===== config.mk =====
export PLATFORM = sky130hd
export DESIGN_NAME = pc_interrupt_controller
export DESIGN_NICKNAME = d
export VERILOG_FILES = /design/src/rtl/pc_interrupt_controller.sv
export SDC_FILE = /design/constraint.sdc
export NUM_CORES = 1
export LEC_CHECK = 0
export CAP_MARGIN = 5
export CORE_MARGIN = 2
export CORE_UTILIZATION = 46
export CTS_CLUSTER_SIZE = 10
export DETAILED_ROUTE_END_ITERATION = 16
export PLACE_DENSITY = 0.79
export SYNTH_ARGS = -nofsm -noshare
export SYNTH_HDL_FRONTEND = slang
export SYNTH_SLANG_ARGS = --single-unit

===== constraint.sdc =====
create_clock -name CLK -period 1.7 [get_ports CLK]
set_input_delay 0.17 -clock CLK [delete_from_list [all_inputs] [get_ports CLK]]
set_output_delay 0.17 -clock CLK [all_outputs]
set_load 0.05 [all_outputs]

===== src/rtl/pc_interrupt_controller.sv =====
// Interrupt entry/return sequencer for the program counter.
// Latches INT0/INT1, arbitrates at COMMIT, steers PC_NEXTX on FETCH.
module pc_interrupt_controller #(
   parameter int SYNC_STAGES = 2
) (
   input  logic       CLK,
   input  logic       RESET_N,
   input  logic       FETCH,
   input  logic       COMMIT,
   input  logic       INT0,
   input  logic       INT1,
   input  logic       EI,
   input  logic       DI,
   input  logic       RETI,
   output logic [2:0] PC_NEXTX,
   output logic       PC_LD_INT0X,
   output logic       PC_LD_INT1X,
   output logic       PC_FORCE_EN,
   output logic       INT_ACK0,
   output logic       INT_ACK1,
   output logic       IE,
   output logic       IN_SVC0,
   output logic       IN_SVC1
);

   localparam logic [2:0] PC_NEXTX_NEXT  = 3'd0;
   localparam logic [2:0] PC_NEXTX_INTV0 = 3'd3;
   localparam logic [2:0] PC_NEXTX_INTV1 = 3'd4;
   localparam logic [2:0] PC_NEXTX_INTR0 = 3'd5;
   localparam logic [2:0] PC_NEXTX_INTR1 = 3'd6;

   typedef enum logic [2:0] {
      RUN  = 3'd0,
      ENT0 = 3'd1,
      ENT1 = 3'd2,
      RET0 = 3'd3,
      RET1 = 3'd4
   } state_t;

   state_t state_q, state_d;

   logic [SYNC_STAGES-1:0] sync0_q, sync1_q;
   logic [1:0]             dly0_q, dly1_q;
   logic                   pend0_q, pend1_q;
   logic                   edge0, edge1;
   logic                   ret0_done, ret1_done;

   logic [2:0] nextx_d;
   logic       ld0_d, ld1_d, force_d;

   // Two delay flops after the synchroniser: edge is registered into PEND
   assign edge0 = dly0_q[0] & ~dly0_q[1];
   assign edge1 = dly1_q[0] & ~dly1_q[1];

   assign INT_ACK0  = (state_q == ENT0) & FETCH;
   assign INT_ACK1  = (state_q == ENT1) & FETCH;
   assign ret0_done = (state_q == RET0) & FETCH;
   assign ret1_done = (state_q == RET1) & FETCH;

   always_comb begin
      state_d = state_q;
      unique case (state_q)
         RUN: begin
            if (COMMIT) begin
               if (RETI && IN_SVC0)
                  state_d = RET0;
               else if (RETI && IN_SVC1)
                  state_d = RET1;
               else if (IE && pend0_q && !IN_SVC0)
                  state_d = ENT0;
               else if (IE && pend1_q && !IN_SVC0 && !IN_SVC1)
                  state_d = ENT1;
            end
         end
         ENT0, ENT1, RET0, RET1: begin
            if (FETCH)
               state_d = RUN;
         end
         default: state_d = RUN;
      endcase
   end

   always_comb begin
      nextx_d = PC_NEXTX_NEXT;
      ld0_d   = 1'b0;
      ld1_d   = 1'b0;
      force_d = 1'b0;
      unique case (state_d)
         ENT0: begin
            nextx_d = PC_NEXTX_INTV0;
            ld0_d   = 1'b1;
            force_d = 1'b1;
         end
         ENT1: begin
            nextx_d = PC_NEXTX_INTV1;
            ld1_d   = 1'b1;
            force_d = 1'b1;
         end
         RET0: begin
            nextx_d = PC_NEXTX_INTR0;
            force_d = 1'b1;
         end
         RET1: begin
            nextx_d = PC_NEXTX_INTR1;
            force_d = 1'b1;
         end
         default: ;
      endcase
   end

   always_ff @(posedge CLK or negedge RESET_N) begin
      if (!RESET_N) begin
         state_q     <= RUN;
         PC_NEXTX    <= PC_NEXTX_NEXT;
         PC_LD_INT0X <= 1'b0;
         PC_LD_INT1X <= 1'b0;
         PC_FORCE_EN <= 1'b0;
      end else begin
         state_q     <= state_d;
         PC_NEXTX    <= nextx_d;
         PC_LD_INT0X <= ld0_d;
         PC_LD_INT1X <= ld1_d;
         PC_FORCE_EN <= force_d;
      end
   end

   always_ff @(posedge CLK or negedge RESET_N) begin
      if (!RESET_N) begin
         sync0_q <= '0;
         sync1_q <= '0;
         dly0_q  <= '0;
         dly1_q  <= '0;
      end else begin
         sync0_q <= {sync0_q[SYNC_STAGES-2:0], INT0};
         sync1_q <= {sync1_q[SYNC_STAGES-2:0], INT1};
         dly0_q  <= {dly0_q[0], sync0_q[SYNC_STAGES-1]};
         dly1_q  <= {dly1_q[0], sync1_q[SYNC_STAGES-1]};
      end
   end

   always_ff @(posedge CLK or negedge RESET_N) begin
      if (!RESET_N) begin
         pend0_q <= 1'b0;
         pend1_q <= 1'b0;
         IN_SVC0 <= 1'b0;
         IN_SVC1 <= 1'b0;
         IE      <= 1'b0;
      end else begin
         if (edge0)
            pend0_q <= 1'b1;
         else if (INT_ACK0)
            pend0_q <= 1'b0;
         if (edge1)
            pend1_q <= 1'b1;
         else if (INT_ACK1)
            pend1_q <= 1'b0;
         if (INT_ACK0)
            IN_SVC0 <= 1'b1;
         else if (ret0_done)
            IN_SVC0 <= 1'b0;
         if (INT_ACK1)
            IN_SVC1 <= 1'b1;
         else if (ret1_done)
            IN_SVC1 <= 1'b0;
         // IE change is seen by the following COMMIT decision
         if (COMMIT) begin
            if (DI)
               IE <= 1'b0;
            else if (EI)
               IE <= 1'b1;
         end
      end
   end

endmodule


==> flow_summary.json <==
{
  "rsz0062_at_grt": "no",
  "pin_count_of_the_biggest_net_entering_global_routing": 23,
  "netlist_area_um2": 805,
  "critPathBufInv": 1,
  "crit_chain": "clkdlybuf4s50_1",
  "p_seq_share_pct": 39.4,
  "final_net_count": 100,
  "regToRegStartpoint": "IN_SVC0$_DFFE_PN0P_",
  "dpl.hpwl_um": 1040,
  "die_area_um2": 2100,
  "core-area_um2": 1690,
  "tritoncts_num_sinks": 22,
  "r2r_slack_ns": 0.25,
  "row_count": 15,
  "worst_tran_pin_value_ns": 0.500,
  "reg2reg_depth": 4,
  "cts_buffers": 3,
  "synth_top_cell_area_share_pct": 68.4,
  "drt_drc_violations_left": 0,
  "synthCells": 66,
  "timing_max_transition_violations_final": 0,
  "placement.cell_area_um2": 1040,
  "switching_share_pct": 43.6,
  "clock_insertion_delay_worst_skew_ns": 0.30,
  "synth.distinct_cells": 23,
  "synth_top_cells_by_area": "dfrtp_1, inv_1, nand2_1",
  "flow.area_growth_from_synthesis_pct": 31.7,
  "gp_routability_congestion": 0.852,
  "wire_length_of_the_first_global_routing_pass_um": 2280,
  "fill_cells": 136,
  "power.internal_w": 0.00113,
  "max_clock_freq_ghz": 0.621,
  "vias": 561,
  "antenna_found_initial": 0,
  "p_sw_w": 0.000879,
  "power.leakage_nw": 0.504,
  "final.min_clock_period_ns": 1.61,
  "critical_path_required_ns": 1.53,
  "drt.antenna.violating_nets": 0,
  "layout.cell_area.non_filler_um2": 1060,
  "drv.max_cap_violation_count": 0,
  "worstReg2RegEnd": "PC_NEXTX[1]$_DFF_PN0_",
  "critical-path-slowest-cell": "clkdlybuf4s50_1",
  "maximum_clock_skew_at_final_layout_ns": 0.00820,
  "max_stage_delay_ns": 0.80,
  "power.share.clock_pct": 10.7,
  "grt-ovfl-total": 0,
  "timing.hold.worst.class": "in -> async",
  "cts.clk_slew.worst_paths_ns": 0.11,
  "powerDensity_nw_per_um2": 1900,
  "number_of_optimization_iterations_in_the_first_detailed_route_pass": 4,
  "power.share.combinational_pct": 49.8,
  "setup_crit_start_kind": "register",
  "aggregate_routed_wire_length_um": 1390,
  "layout-drive-gt1-share_pct": 14.6,
  "synth_seq_cells": 22,
  "route.detailed.vias_per_inst": 5.29,
  "min_period_over_period_pct": 94.8,
  "timing.critical_path.fanout_max": 1,
  "slew_headroom_pct": 66.6,
  "timing.critical_path.arrival_ns": 1.44,
  "detailedRoute.firstIterationViolations": 6,
  "io_pins": 20,
  "port_buffers": 19,
  "antenna_cells": 0,
  "critPathTopFamily": "buffers and inverters",
  "bufs_on_longest_clock_path": 2,
  "status": "finished clean",
  "grt_pass1_vias": 556,
  "end_kind": "output port",
  "ys_warnings": 0,
  "die_x_um": 45.8,
  "initial_core_util_pct": 47.6,
  "finalSetupTns_ns": 0,
  "die_height_um": 45.8,
  "syn_area_per_cell_um2": 12.2,
  "yosys_top_cell_by_area": "dfrtp_1",
  "timing.final.hold_violations": 0,
  "cts_tree": "yes",
  "postSynthNetCount": 75,
  "ys_seq_area_share_pct": 68.4,
  "clock_tree.htree_level_count": 1,
  "clk_root_buffer_cell": "clkbuf_4",
  "timing.setup.critical_path_class": "reg -> out",
  "routedWlPerCell_um": 13.1,
  "max-vdd-ir-drop_v": 0.000894,
  "setup_viol": 0,
  "globalRouteTotalUtil_pct": 15.8
}
metal layers:
metal  GRT usage [%]  vias to the layer above  wire (um)
li1                -                      270          -
met1            18.7                      264        632
met2            25.1                       20        640
met3            2.38                        7         69
met4            13.1                        0         47
met5               0                        -          0
worst max path at each step:
stage                     depth (start not counted)                    end                   from  slack (ns)
after global routing                              3               INT_ACK0   state_q[2]$_DFF_PN0_        0.02
after detailed placement                          6  PC_LD_INT1X$_DFF_PN0_                   RETI        0.12
after floorplan                                   3    pend0_q$_DFFE_PN0P_   state_q[2]$_DFF_PN0_        0.07
after global placement                            6  PC_LD_INT1X$_DFF_PN0_                   RETI        0.18
final                                             1            PC_LD_INT0X  PC_LD_INT0X$_DFF_PN0_        0.09
after CTS                                         1            PC_LD_INT1X  PC_LD_INT1X$_DFF_PN0_        0.07
flip-flops by register name, summed over array words and instances (netlist names):
signal       flops
state_q          3
pend1_q          1
dly1_q           2
dly0_q           2
PC_NEXTX         3
pend0_q          1
PC_LD_INT1X      1
IN_SVC0          1
PC_LD_INT0X      1
sync0_q          2
sync1_q          2
PC_FORCE_EN      1
IN_SVC1          1
IE               1
cell usage in the layout, fill, tap and decap left out, drive strengths merged:
| master | instances |
|---|---|
| nor2b | 1 |
| o32a | 1 |
| a31oi | 1 |
| nor4b | 1 |
| inv | 6 |
| nand2 | 6 |
| clkdlybuf4s50 | 14 |
| o22ai | 1 |
| clkbuf | 3 |
| dfrtp | 22 |
| o22a | 1 |
| and2 | 1 |
| o31a | 2 |
| a21oi | 4 |
| nand2b | 2 |
| o21ai | 6 |
| clkinv | 2 |
| buf | 5 |
| nand3 | 1 |
| dlygate4sd2 | 1 |
| nand3b | 2 |
| nor2 | 5 |
| a21o | 1 |
synth_stat cells:
cell type,n
dfrtp_1,22
inv_1,6
nand2_1,6
nor2_1,5
a21oi_1,4
o21ai_0,4
nand2b_1,2
o31a_1,2
a21o_2,1
a31oi_1,1
and2_1,1
clkinv_1,1
clkinv_2,1
nand3_1,1
nand3b_1,1
nand3b_2,1
nor2b_1,1
nor4b_1,1
o21ai_1,1
o21ai_2,1
o22a_1,1
o22ai_1,1
o32a_4,1
stage by stage:
stage / power, W / setup WS (ns) / cells / hold slack (ns) / util (%)
6_report: 0.00201 / 0.0887 / 106 / 0.210 / 62.7
5_1_grt: 0.00214 / 0.0223 / 106 / 0.222 / 62.7
4_1_cts: 0.00204 / 0.0717 / 106 / 0.209 / 62.7
3_5_place_dp: 0.00182 / 0.115 / 103 / 0.336 / 61.5
3_3_place_gp: 0.00179 / 0.182 / 103 / 0.332 / 61.5
2_1_floorplan: 0.00147 / 0.0735 / 66 / -0.126 / -
power groups by stage:
stage               Sequential (W)  Combinational (W)  Clock (W)
floorplan                  0.00110           0.000374          0
global placement          0.000800           0.000991          0
detailed placement        0.000808            0.00101          0
CTS                       0.000797            0.00101   0.000228
global route              0.000820            0.00107   0.000250
finish                    0.000794            0.00100   0.000216
cells by family (layout without fill, tap and decap cells):
family          count (synthesis)  count (layout)  synth area share, %
flops                          22              22                 68.4
simple gates                   19              19                 12.3
compound gates                 17              17                 15.4
buf+inv                         8              31                 3.89
area by class of cell:
cell class,count,area (um2),share of cell area (%)
flip-flops and latches,22,551,51.9
multi-input cells,36,223,21.0
repair buffers,20,211,20.0
inverters,8,31.3,2.95
clock buffers,3,22.5,2.13
well taps,17,21.3,2.01
repair_timing:
action / 4_1_cts / 5_1_grt
hold buffers: 0 / 0
gates resized for setup: 1 / 0
endpoints found under the setup margin: 1 / 0
buffers inserted: 0 / 0
(Power assumes the default switching activity.)
